--- src/rtl/alu_core.sv ---
// ---------------------------------------------------------------------------
// alu_core
//   Unsigned integer ALU with a registered output stage. A result and its
//   carry/zero flags appear one clock after the operands are captured.
//
// Parameters
//   WIDTH      operand/result width in bits (>= 2)
//
// Ports
//   clk        system clock, rising-edge active
//   rst_n      asynchronous active-low reset
//   in_valid   a/b/opcode are valid and are captured at this rising edge
//   a, b       operands (b is unused by NOT, SHL and SHR)
//   opcode     000 ADD, 001 SUB, 010 AND, 011 OR, 100 XOR, 101 NOT,
//              110 SHL, 111 SHR
//   out        registered result
//   carry      registered carry (ADD), borrow (SUB) or shifted-out bit
//   zero       registered flag, set when out is zero
//   out_valid  one-cycle pulse marking a new out/carry/zero
//
// Handshake: in_valid/out_valid form a valid-only stream. There is no ready
// signal in either direction; every in_valid cycle is accepted and its result
// is presented with out_valid exactly one cycle later, so the consumer must
// take the result in that cycle. Between results out/carry/zero hold.
// ---------------------------------------------------------------------------
module alu_core #(
    parameter int WIDTH = 8
) (
    input  logic             clk,
    input  logic             rst_n,
    input  logic             in_valid,
    input  logic [WIDTH-1:0] a,
    input  logic [WIDTH-1:0] b,
    input  logic [2:0]       opcode,
    output logic [WIDTH-1:0] out,
    output logic             carry,
    output logic             zero,
    output logic             out_valid
);

    typedef enum logic [2:0] {
        OP_ADD = 3'b000,
        OP_SUB = 3'b001,
        OP_AND = 3'b010,
        OP_OR  = 3'b011,
        OP_XOR = 3'b100,
        OP_NOT = 3'b101,
        OP_SHL = 3'b110,
        OP_SHR = 3'b111
    } op_e;

    logic [WIDTH-1:0] res_c;
    logic             carry_c;
    logic             zero_c;
    logic [WIDTH:0]   sum_c;
    logic [WIDTH:0]   diff_c;

    // One extra bit on each side so the MSB of the widened result is the
    // carry out (add) or the borrow (subtract, wraps when a < b).
    assign sum_c  = {1'b0, a} + {1'b0, b};
    assign diff_c = {1'b0, a} - {1'b0, b};

    always_comb begin
        res_c   = '0;
        carry_c = 1'b0;
        case (op_e'(opcode))
            OP_ADD: begin
                res_c   = sum_c[WIDTH-1:0];
                carry_c = sum_c[WIDTH];
            end
            OP_SUB: begin
                res_c   = diff_c[WIDTH-1:0];
                carry_c = diff_c[WIDTH];
            end
            OP_AND: res_c = a & b;
            OP_OR:  res_c = a | b;
            OP_XOR: res_c = a ^ b;
            OP_NOT: res_c = ~a;
            OP_SHL: begin
                res_c   = {a[WIDTH-2:0], 1'b0};
                carry_c = a[WIDTH-1];
            end
            OP_SHR: begin
                res_c   = {1'b0, a[WIDTH-1:1]};
                carry_c = a[0];
            end
            default: begin
                res_c   = '0;
                carry_c = 1'b0;
            end
        endcase
    end

    assign zero_c = (res_c == '0);

    // Result registers load only on accepted operations; out_valid simply
    // follows in_valid so it is a one-cycle pulse per operation.
    always_ff @(posedge clk or negedge rst_n) begin
        if (!rst_n) begin
            out       <= '0;
            carry     <= 1'b0;
            zero      <= 1'b0;
            out_valid <= 1'b0;
        end else begin
            out_valid <= in_valid;
            if (in_valid) begin
                out   <= res_c;
                carry <= carry_c;
                zero  <= zero_c;
            end
        end
    end

endmodule

--- config.mk ---
export PLATFORM = sky130hd
export DESIGN_NAME = alu_core
export DESIGN_NICKNAME = d
export VERILOG_FILES = /design/src/rtl/alu_core.sv
export SDC_FILE = /design/constraint.sdc
export NUM_CORES = 1
export LEC_CHECK = 0
export ABC_AREA = 1
export CORE_MARGIN = 2
export CORE_UTILIZATION = 49
export DETAILED_ROUTE_END_ITERATION = 7
export PLACE_DENSITY = 0.75
export SLEW_MARGIN = 20
export SYNTH_ARGS = -nofsm -noshare
export SYNTH_HDL_FRONTEND = slang
export SYNTH_SLANG_ARGS = --single-unit
--- constraint.sdc ---
create_clock -name clk -period 1.8 [get_ports clk]
set_clock_uncertainty 0.15 [all_clocks]
set_input_delay 0.36 -clock clk [delete_from_list [all_inputs] [get_ports clk]]
set_output_delay 0.36 -clock clk [all_outputs]
set_load 0.03 [all_outputs]
Word level (Yosys, flattened, before mapping)

Cells that the tools add are included.

Output and inout port bits: 11
Register bits: 11
Memories: 0
Bits in latches: 0
Memory bits (read-only): 0
RAM bits: 0

Equality and inequality tests: 7
Bitwise logic cells: 4
$add $sub $neg: 2
Reductions and logical operators: 2
Magnitude comparators: 0
Divide/modulo/power cells: 0
Multiplexer cells: 2
$mul: 0
Shift-type cells: 0

Operators with widths:

| operator                                       | count |
|---|---|
| one-hot mux 8 bit (8 select lines)             | 1 |
| == test 3 bit (second input constant)          | 4 |
| adder 8 x 8 -> 9 bit                           | 1 |
| subtractor 8 x 8 -> 9 bit                      | 1 |
| AND 8 bit                                      | 1 |
| logical NOT 8 bit                              | 1 |
| inverter 8 bit                                 | 1 |
| OR 8 bit                                       | 1 |
| bitwise XOR 8 bit                              | 1 |
| == test 3 x 2 -> 1 bit (second input constant) | 2 |
| one-hot mux 1 bit (4 select lines)             | 1 |
| == test 3 x 1 -> 1 bit (second input constant) | 1 |
| logical NOT 3 bit                              | 1 |

Depth between registers and ports, before layout

Gate-level depths: netlist (run 1).

Depth after elaboration: 3
Mapped depth: 15

Worst setup path after synthesis (run 1)

OpenSTA, ideal clock, no wires.

Kind: input port to flip-flop
Start: input a[0]
End: register zero
Arrival: 1,696 ps
Path buffers: 0
Setup time: 66 ps
Stages: 13
Slack: -112 ps
Cell sequence: inv_1 -> ha_1 -> inv_1 -> fa_1 -> nand4_1 -> nand2_1 -> nor2_1 -> nand3_1 -> nor2_1 -> nand2_1 -> nor2_1 -> nand4_1 -> nand2_1

Word-level cells in the longest chain between the ends: 3
Elaborated cells between the ends (all ways): 8
Classes of those cells: 2 x add/sub; 1 x mux; 4 x bitwise; 1 x reduce/logical

RTL lines:

| item                                              | RTL line | source |
|---|---|---|
| start: declaration                                | 32       | `input logic [WIDTH-1:0] a,` |
| subtractor 8 x 8 -> 9 bit (tied with other cells) | 61       | `assign diff_c = {1'b0, a} - {1'b0, b};` |
| one-hot mux 8 bit (8 select lines) (*)            | 66       | `case (op_e'(opcode))` |
| logical NOT 8 bit (*)                             | 94       | `assign zero_c = (res_c == '0);` |
| end signal: assignment                            | 109      | `zero <= zero_c;` |
| end: declaration                                  | 37       | `output logic zero,` |

Every way passes the cells marked *; elsewhere a longest branch is shown, timed or not.
A chain may end at the register's enable or synchronous reset.

Worst setup path after layout (run 1)

Same ends and word-level chain as after synthesis.

==> results.toml, run 1 <==
[finish]
syn_to_final_growth_pct = 64.6
ff_latch_area_um2 = 275
multiInputGateArea_mm2 = 0.00157
n_fill_cell = 240
antenna_cells = 0
drive_gt1_share_pct = 40.7
nNetsFinal = 464

[routing]
drc = 0
vias = 2490
postRouteAntennaNets = 0
drt_iter0_drc = 188
vias_per_cell = 5.38
drt_wl_total_um = 6580
dr.pass1.iters = 5
wl_per_cell_um = 14.2

[sta]
finalHoldViolations = 0
tightestPinTransition_ns = 0.473
grt_setup_unrepaired = "yes"
timing.final.ws_setup_ns = -0.129
holdWs_ns = 0.301
setup_viol = 2
layout_min_cycle_time_ns = 1.93
min_period_over_period_pct = 107
relSlewSlack_pct = 68.3
fin_tns_setup_ns = -0.179
slew_viol_final = 0
fmax_mhz = 518

[flow_run]
maxCapViolations = 0

[min_path]
hold_path_class = "primary input to asynchronous set/reset pin"

[cts]
h-tree-depth = 1
cts_tree = "yes"
clock-sinks = 11
cts_root_buffer = "clkbuf_8"
cts_inserted_buffers = 3
insertion_delay_ns = 0.23
clkTransAtPathRegs_ns = 0.05
cts.path.max_buffers = 2
ctsHoldBuffers = 0

[power]
pwr-share-comb_pct = 61.9
swShare_pct = 41.0
ir_drop_v = 0.000212
p_int_mw = 0.829
leakage_nw = 1.60
clkPwrFrac_pct = 17.1
pwr-share-seq_pct = 21.0
p_sw_mw = 0.576
powerDensity_mw_per_mm2 = 468

[synth]
syn_inst = 312
synth_cell_types = 28
ys_seq_elements = 11
synth_nets = 360
synth_seq_area_share_pct = 15.1
yosys.area.top_type_share_pct = 20.8
synth_area_per_cell_um2 = 5.84
synthTopCellsByArea = "nand2_1 21%, ha_1 16%, dfrtp_1 15%"
ys_warn_count = 0
yosysTopAreaCell = "nand2_1"
synth_area_mm2 = 0.00182

[floorplanning]
die_area_mm2 = 0.00422
coreArea_mm2 = 0.00361
io_pins = 33
die_w_um = 65.0
die_h_um = 65.0
row_count = 22
initial_utilization_pct = 50.6

[setup_path]
worstPathArrival_ns = 1.95
cp-end-kind = "register"
critPathRequiredTime_ns = 1.82
worst-path-max-fanout = 3
r2r_cells = 2
start_kind = "primary input"
crit_type = "primary input to register"

[grt]
grt_max_degree = 16
grt_overflow = 0
grt_first_pass_wirelength_um = 10300
grt_usage_pct = 31.3
grt_pass1_vias = 2333
antenna_found_initial = 0

[placement]
place_congestion = 0.932
hpwlAfterDp_um = 4680
numPortBuffers = 32

[outcome]
status = "complete, but fails checks"
violations = "negative setup slack"
path summary, 6_finish.rpt:
kind	end	slack (ns)	start
hold / removal	out[0]	0.30	rst_n
hold reg to reg	out[0]	0.32	out[0]
max in group asynchronous	out[7]	0.88	rst_n
setup reg to reg	out[3]	1.01	out[3]
setup / recovery	zero	-0.13	a[0]
min in group clk	out[0]	0.32	out[0]
final cells by class:
type / instances / share of cell area [%]
clock buffers: 4 / 1.50
well taps: 48 / 2.00
inverters: 52 / 6.92
multi-input cells: 243 / 52.4
repair buffers: 105 / 28.0
flip-flops and latches: 11 / 9.17
Yosys cell counts, drive strengths merged:
cell    instances
buf             4
dfrtp          11
o211ai          1
ha             24
a21oi          12
a31oi           1
nand3          35
o21ai          15
nor3            5
nand3b          1
fa              2
clkbuf          2
nand4           6
o21a            2
o22ai           2
inv            51
clkinv          1
xnor2           1
nor2           33
nand2         103
metrics by stage:
step	utilization, %	instances	cell area [µm²]	setup slack [ns]	total power, mW
after global routing	83.2	463	3000	-0.232	1.49
after CTS	81.5	461	2940	-0.0722	1.35
final	83.2	463	3000	-0.129	1.40
after global placement	74.9	452	2700	-0.755	1.02
after detailed placement	74.9	452	2700	-0.784	1.04
after floorplan	-	312	1840	-0.0415	0.677
cells in the final DEF, fill, tap and decap left out, drive strengths merged:
cell type,count
o21a,2
dfrtp,11
o21ai,15
a21oi,12
buf,78
nand4,6
nand2,103
clkinv,1
dlygate4sd2,2
o22ai,2
nand3,35
dlymetal6s2s,4
inv,51
ha,24
o211ai,1
xnor2,1
clkdlybuf4s50,11
nor2,33
a31oi,1
nor3,5
nand3b,1
fa,2
clkbuf,14
what timing repair did:
item / in CTS / in global routing
endpoints found under the setup margin: 10 / 10
gates cloned: 0 / 0
buffers inserted: 5 / 4
resized for setup: 86 / 53
pin swaps: 31 / 30
metal layers:
metal  up-vias  wire [µm]  share of wire [%]  GRT usage [%]
met5         -          0                  0              0
met4         0        216                3.3           12.5
met3        28        478                7.3           2.43
met2       146       3280                 50           56.8
met1      1118       2610                 40           37.9
li1       1198          -                  -              -
critical path: stages:
cell and delay, ns:
buf_8 0.08, inv_4 0.03, ha_4 0.15, inv_4 0.06, fa_2 0.44, nand4_1 0.11
nand2_1 0.06, nor2_1 0.08, nand3_1 0.10, nor2_1 0.12, nand2_1 0.07, nor2_1 0.12
nand4_1 0.09, nand2_1 0.07
cell families (layout without fill, tap and decap cells):
| family | count (synthesis) | after routing | share of synthesized area, % |
|---|---|---|---|
| buffers and inverters | 58 | 161 | 12.4 |
| AO/OA/AOI/OAI | 33 | 33 | 9.68 |
| adder cells (fa/ha/maj) | 26 | 26 | 18.7 |
| AND/OR/NAND/NOR | 183 | 183 | 43.7 |
| flip-flops | 11 | 11 | 15.1 |
| XOR/XNOR | 1 | 1 | 0.481 |
state kept, by name, summed over array words and instances, names as in the netlist:
| signal | count |
|---|---|
| carry | 1 |
| out | 8 |
| out_valid | 1 |
| zero | 1 |
power by group through the flow:
| stage | registers, mW | logic, mW | clock network (mW) |
|---|---|---|---|
| floorplan | 0.364 | 0.313 | 0 |
| global placement | 0.297 | 0.723 | 0 |
| detailed placement | 0.300 | 0.738 | 0 |
| CTS | 0.296 | 0.806 | 0.243 |
| global route | 0.299 | 0.939 | 0.252 |
| finish | 0.295 | 0.869 | 0.240 |
(Power assumes the default switching activity.)
==> run 2: changes to the inputs <==
- PLACE_DENSITY: 0.75 -> 0.81
==> results.toml, run 2 (same netlist as run 1, synthesis figures left out) <==
[power]
p_sw_mw = 0.703
clkPwrFrac_pct = 16.8
swShare_pct = 45.2
leakage_nw = 1.63
pwr-share-comb_pct = 64.0
pwr-share-seq_pct = 19.3
ir_drop_v = 0.000230
powerDensity_mw_per_mm2 = 501
p_int_mw = 0.853

[setup_path]
cpPeakStageDelay_ns = 0.39
worst-path-max-fanout = 4
cp_cell_sequence = "buf_8 -> inv_4 -> ha_4 -> inv_2 -> fa_2 -> nor2_2 -> nor3_2 -> nor2_1 -> nand2_1 -> nor2_2 -> nand2_2 -> nor2_1 -> nand4_1 -> nand2_1"
cp-end-kind = "register"
critPathRequiredTime_ns = 1.83
worstPathArrival_ns = 2.27
start_kind = "primary input"
crit_slowest_cell = "fa_2"
crit_type = "primary input to register"

[routing]
drc = 0
wl_per_cell_um = 20.5
vias_per_cell = 6.22
drt_wl_total_um = 9490
vias = 2873
postRouteAntennaNets = 0
dr.pass1.iters = 7
drt_iter0_drc = 389

[grt]
grt_first_pass_wirelength_um = 11600
grt_overflow = 0
grt_pass1_vias = 2503
grt_max_degree = 16
grt_usage_pct = 35.5
antenna_found_initial = 0

[sta]
setup_viol = 9
fmax_mhz = 447
tightestPinTransition_ns = 0.490
grt_setup_unrepaired = "yes"
relSlewSlack_pct = 67.3
timing.final.ws_setup_ns = -0.439
layout_min_cycle_time_ns = 2.24
min_period_over_period_pct = 124
finalHoldViolations = 0
holdWs_ns = 0.292
fin_tns_setup_ns = -1.36
slew_viol_final = 0

[cts]
h-tree-depth = 1
insertion_delay_ns = 0.24
clock-sinks = 11
cts_tree = "yes"
cts.path.max_buffers = 2
clkTransAtPathRegs_ns = 0.06
ctsHoldBuffers = 0
cts_inserted_buffers = 3
cts_root_buffer = "clkbuf_8"

[finish]
largest_reg_flops = 8
regMostFlops = "out"
design_area_mm2 = 0.00310
antenna_cells = 0
finalNonFillerCells = 462
drive_gt1_share_pct = 44.4
syn_to_final_growth_pct = 70.3
final_cell_mix = "89 x nand2_1, 66 x buf_4, 27 x inv_1"
final_common_cell = "nand2_1"
nNetsFinal = 463
n_fill_cell = 198

[outcome]
status = "complete, but fails checks"
violations = "negative setup slack"

[placement]
dp_cells = 445
hpwlAfterDp_um = 4800
placed_area_mm2 = 0.00265
place_congestion = 0.933
post-place-ws_ns = -0.825
numPortBuffers = 32

[min_path]
hold_path_class = "primary input to asynchronous set/reset pin"

[flow_run]
maxCapViolations = 0

[floorplanning]
io_pins = 33
die_h_um = 65.0
row_count = 22
die_area_mm2 = 0.00422
initial_utilization_pct = 50.6
die_w_um = 65.0
coreArea_mm2 = 0.00361
[run 2: changes by cell type in the layout (fill, tap and decap cells not counted), moves of 3 or more]
cell and change:
clkbuf_2 +3, ha_1 +3, ha_2 -4, nand3_1 -3
o21ai_2 +4, nor2_1 -5, nor2_2 +3, nand3_4 +3
o21ai_0 -3, buf_4 -3
[run 2: final timing paths]
check	slack, ns	start	depth (start not counted)	to
min in group clk	0.34	zero	2	zero
max in group asynchronous	0.87	rst_n	1	out[5]
worst max-delay path	-0.44	a[0]	14	zero
worst max register to register	0.97	out[6]	2	out[6]
worst min-delay path	0.29	rst_n	1	out[0]
worst min register to register	0.34	zero	2	zero
[run 2: power groups by stage]
stage / Sequential (mW) / Combinational (mW) / Clock, mW
after floorplan: 0.364 / 0.313 / 0
after global placement: 0.298 / 0.707 / 0
after detailed placement: 0.300 / 0.729 / 0
after CTS: 0.296 / 0.801 / 0.247
after global routing: 0.302 / 1.05 / 0.263
final: 0.300 / 0.996 / 0.261
[run 2: worst max-delay path, delay by kind of cell]
family	cells	cell delay [ns]
fa+ha+maj	2	0.53
buf+inv	3	0.22
simple gates	9	1.14
[run 2: what timing repair did]
action | CTS | global route
setup endpoints to repair | 10 | 11
resized for setup | 83 | 84
setup buffers | 4 | 9
pin swaps | 23 | 37
[run 2: layout make-up]
| class | instances | area (µm²) | share of cell area (%) |
|---|---|---|---|
| Sequential cell | 11 | 275 | 8.87 |
| Multi-Input combinational cell | 243 | 1680 | 54.1 |
| Clock buffer | 4 | 45.0 | 1.45 |
| Tap cell | 48 | 60.1 | 1.93 |
| Timing Repair Buffer | 104 | 840 | 27.0 |
| Inverter | 52 | 205 | 6.61 |
[run 2: metal layers]
metal | vias to the layer above | wire length (µm) | GRT usage, %
li1 | 1193 | - | -
met1 | 1252 | 3090 | 41.6
met2 | 300 | 4230 | 60.2
met3 | 128 | 1160 | 5.03
met4 | 0 | 1020 | 23.1
met5 | - | 0 | 0
[run 2: metrics by stage]
step | power [mW] | utilization, %
5_1_grt | 1.61 | 86.1
2_1_floorplan | 0.677 | -
4_1_cts | 1.34 | 80.1
6_report | 1.56 | 86.1
3_5_place_dp | 1.03 | 73.4
3_3_place_gp | 1.00 | 73.4
==> run 3: changes to the inputs <==
- CORE_MARGIN: 2 -> default
- CORE_UTILIZATION: 49 -> 55
- PLACE_DENSITY: 0.81 -> 0.89
==> results.toml, run 3 <==
[outcome]
status = "stopped before the end"
failed_stage = "global routing (5_1_grt)"
first-error = "[ERROR DPL-0038] Utilization greater than 100%, impossible to legalize"

[synth]
async_flop_share_pct = 100
synth_seq_area_share_pct = 15.1
synth_cell_types = 28
synthTopCellsByArea = "nand2_1 21%, ha_1 16%, dfrtp_1 15%"
ys_seq_elements = 11
synth_edf_count = 0
synth_area_mm2 = 0.00182
synthFlopType = "dfrtp_1"
yosysTopAreaCell = "nand2_1"
synth_area_per_cell_um2 = 5.84
synth_common_cells = "101 x nand2_1, 47 x inv_1, 33 x nand3_1"
yosys.area.top_type_share_pct = 20.8
synth_most_common_cell = "nand2_1"
synth_nets = 360
ys_warn_count = 0
syn_inst = 312

[cts]
clock-sinks = 11
cts_inserted_buffers = 3
ctsHoldBuffers = 0
h-tree-depth = 1
cts_root_buffer = "clkbuf_4"
cts.path.max_buffers = 2

[floorplanning]
io_pins = 33
die_w_um = 59.6
die_h_um = 59.6
initial_utilization_pct = 58.7
row_count = 20

[placement]
dp_cells = 450
hpwlAfterDp_um = 5340
numPortBuffers = 32
place_congestion = 0.971

[sta]
endpoint_type = "register data pin"
grt_repair_worst_endpoint = "zero$_DFFE_PN0P_/D"

[grt]
grt_max_degree = 16
run 3: cell counts after synthesis:
Identical to the previous run, type by type.
run 3: logic make-up after synthesis:
| group | share of synthesized area [%] |
|---|---|
| AND/OR/NAND/NOR | 43.7 |
| buffers and inverters | 12.4 |
| AO/OA/AOI/OAI | 9.68 |
| adder cells (fa/ha/maj) | 18.7 |
| flip-flops | 15.1 |
| XOR/XNOR | 0.481 |
run 3: repair_timing:
| item | CTS |
|---|---|
| endpoints found under the setup margin | 16 |
| pin swaps | 27 |
| cloned | 0 |
| resized for setup | 88 |
| buffers inserted | 9 |
run 3: through the flow:
stage               setup WS, ns  instance area (µm²)  util (%)  setup TNS [ns]
global placement          -0.714                 2720      87.7           -5.48
detailed placement        -0.860                 2720      87.7           -6.53
floorplan                -0.0415                 1840         -         -0.0415
CTS                      -0.0748                 2950      95.2         -0.0748
==> run 4: changes to the inputs <==
- CORE_UTILIZATION: 55 -> 40
- PLACE_DENSITY: 0.89 -> default
- PLACE_DENSITY_LB_ADDON: default -> 0.15
==> results.toml, run 4 (same netlist as run 1, synthesis figures left out) <==
[cts]
clkTransAtPathRegs_ns = 0.05
cts.path.max_buffers = 2
h-tree-depth = 1
cts_tree = "yes"
clock-sinks = 11
insertion_delay_ns = 0.24
cts_root_buffer = "clkbuf_8"
cts_inserted_buffers = 3

[finish]
nNetsFinal = 467
finalNonFillerCells = 470
final_common_cell = "nand2_1"
largest_reg_flops = 8
syn_to_final_growth_pct = 71.0
regMostFlops = "out"
drive_gt1_share_pct = 41.9
final_core_util_pct = 71.6
antenna_cells = 0
final_cell_mix = "91 x nand2_1, 67 x buf_4, 28 x inv_1"

[sta]
finalHoldViolations = 0
grt_setup_unrepaired = "yes"
setup_viol = 2
min_period_over_period_pct = 103
timing.final.ws_setup_ns = -0.0569
holdWs_ns = 0.295
tightestPinTransition_ns = 0.468
layout_min_cycle_time_ns = 1.86
fmax_mhz = 539
slew_viol_final = 0
relSlewSlack_pct = 68.7

[outcome]
status = "complete, but fails checks"
violations = "negative setup slack"

[floorplanning]
initial_utilization_pct = 41.9
die_h_um = 69.5
die_w_um = 69.5
io_pins = 33
row_count = 24
coreArea_mm2 = 0.00435
die_area_mm2 = 0.00483

[grt]
grt_max_degree = 16
grt_first_pass_wirelength_um = 10600
grt_overflow = 0
use_met2_pct = 46.4
grt_pass1_vias = 2336
met1_usage_pct = 35.1
antenna_found_initial = 0
grt_usage_pct = 27.3
grt_busiest_layer = "met2"
met3_usage_pct = 2.33

[routing]
drc = 0
dr.pass1.iters = 4
vias = 2398
drt_wl_total_um = 6320
drt_iter0_drc = 154
postRouteAntennaNets = 0
wl_per_cell_um = 13.4
vias_per_cell = 5.10

[power]
power_mw = 1.42
powerDensity_mw_per_mm2 = 457
leakage_nw = 1.65
ir_drop_v = 0.000239

[setup_path]
critPathRequiredTime_ns = 1.78
path_buf_inv = 4
rrSetupSlack_ns = 1.00
cp_cell_sequence = "buf_8 -> inv_4 -> ha_4 -> inv_4 -> fa_2 -> inv_1 -> nor2_2 -> nor3_1 -> nor2_1 -> nand2_1 -> nor2_2 -> nand2_1 -> nor2_1 -> nand4_1 -> nand2_1"
crit_type = "primary input to register"
timing.rr.end = "out[0]"
worstPathArrival_ns = 1.84
worst-path-max-fanout = 4
start_kind = "primary input"
crit_family = "simple AND/OR/NAND/NOR gates"
cpPeakStageDelay_ns = 0.42
timing.rr.start = "out[0]"
crit_slowest_cell = "fa_2"
r2r_cells = 1
cp_common_cell = "nand2_1"
cp-end-kind = "register"

[placement]
hpwlAfterDp_um = 4630
place_congestion = 0.915
dp_cells = 454
numPortBuffers = 32

[flow_run]
maxCapViolations = 0

[min_path]
hold_path_class = "primary input to asynchronous set/reset pin"
-- run 4: through the flow --
stage	setup TNS (ns)	cell area, µm²	setup WS [ns]
after floorplan	-0.0415	1840	-0.0415
after global placement	-5.95	2690	-0.724
after detailed placement	-6.32	2690	-0.762
after CTS	-0.0382	3030	-0.0382
after global routing	-0.406	3120	-0.129
final	-0.0906	3120	-0.0569
-- run 4: layout make-up --
type                            instances  area [µm²]
Multi-Input combinational cell        243        1630
Fill cell                             366        1240
Inverter                               52         210
Timing Repair Buffer                  108         897
Sequential cell                        11         275
Tap cell                               52        65.1
Clock buffer                            4        45.0
-- run 4: repair_timing --
item | 4_1_cts | 5_1_grt
hold buffers | 0 | 0
setup buffers | 11 | 1
cloned | 0 | 0
pin swaps | 36 | 27
endpoints found under the hold margin | 0 | 0
resized for setup | 104 | 45
endpoints found under the setup margin | 10 | 10
-- run 4: routing by layer --
metal / wire [µm] / vias to the layer above / share of wire [%]
met3: 331 / 17 / 5.2
met2: 3080 / 83 / 49
met4: 190 / 0 / 3.0
met1: 2720 / 1099 / 43
met5: 0 / - / 0
li1: - / 1199 / -
-- run 4: power breakdown --
group / switching, mW / internal (mW) / leakage, nW
clock network: 0.0909 / 0.155 / 0.0228
registers: 0.0161 / 0.280 / 0.138
logic: 0.477 / 0.406 / 1.49
total: 0.584 / 0.841 / 1.65
-- run 4: worst max-delay path by stage --
stage	startpoint	endpoint	cells past startpoint	slack [ns]
floorplan	a[0]	zero	13	-0.04
global placement	a[0]	zero	14	-0.72
detailed placement	a[0]	zero	14	-0.76
CTS	a[0]	zero	14	-0.04
global route	a[0]	zero	15	-0.13
finish	a[0]	zero	15	-0.06
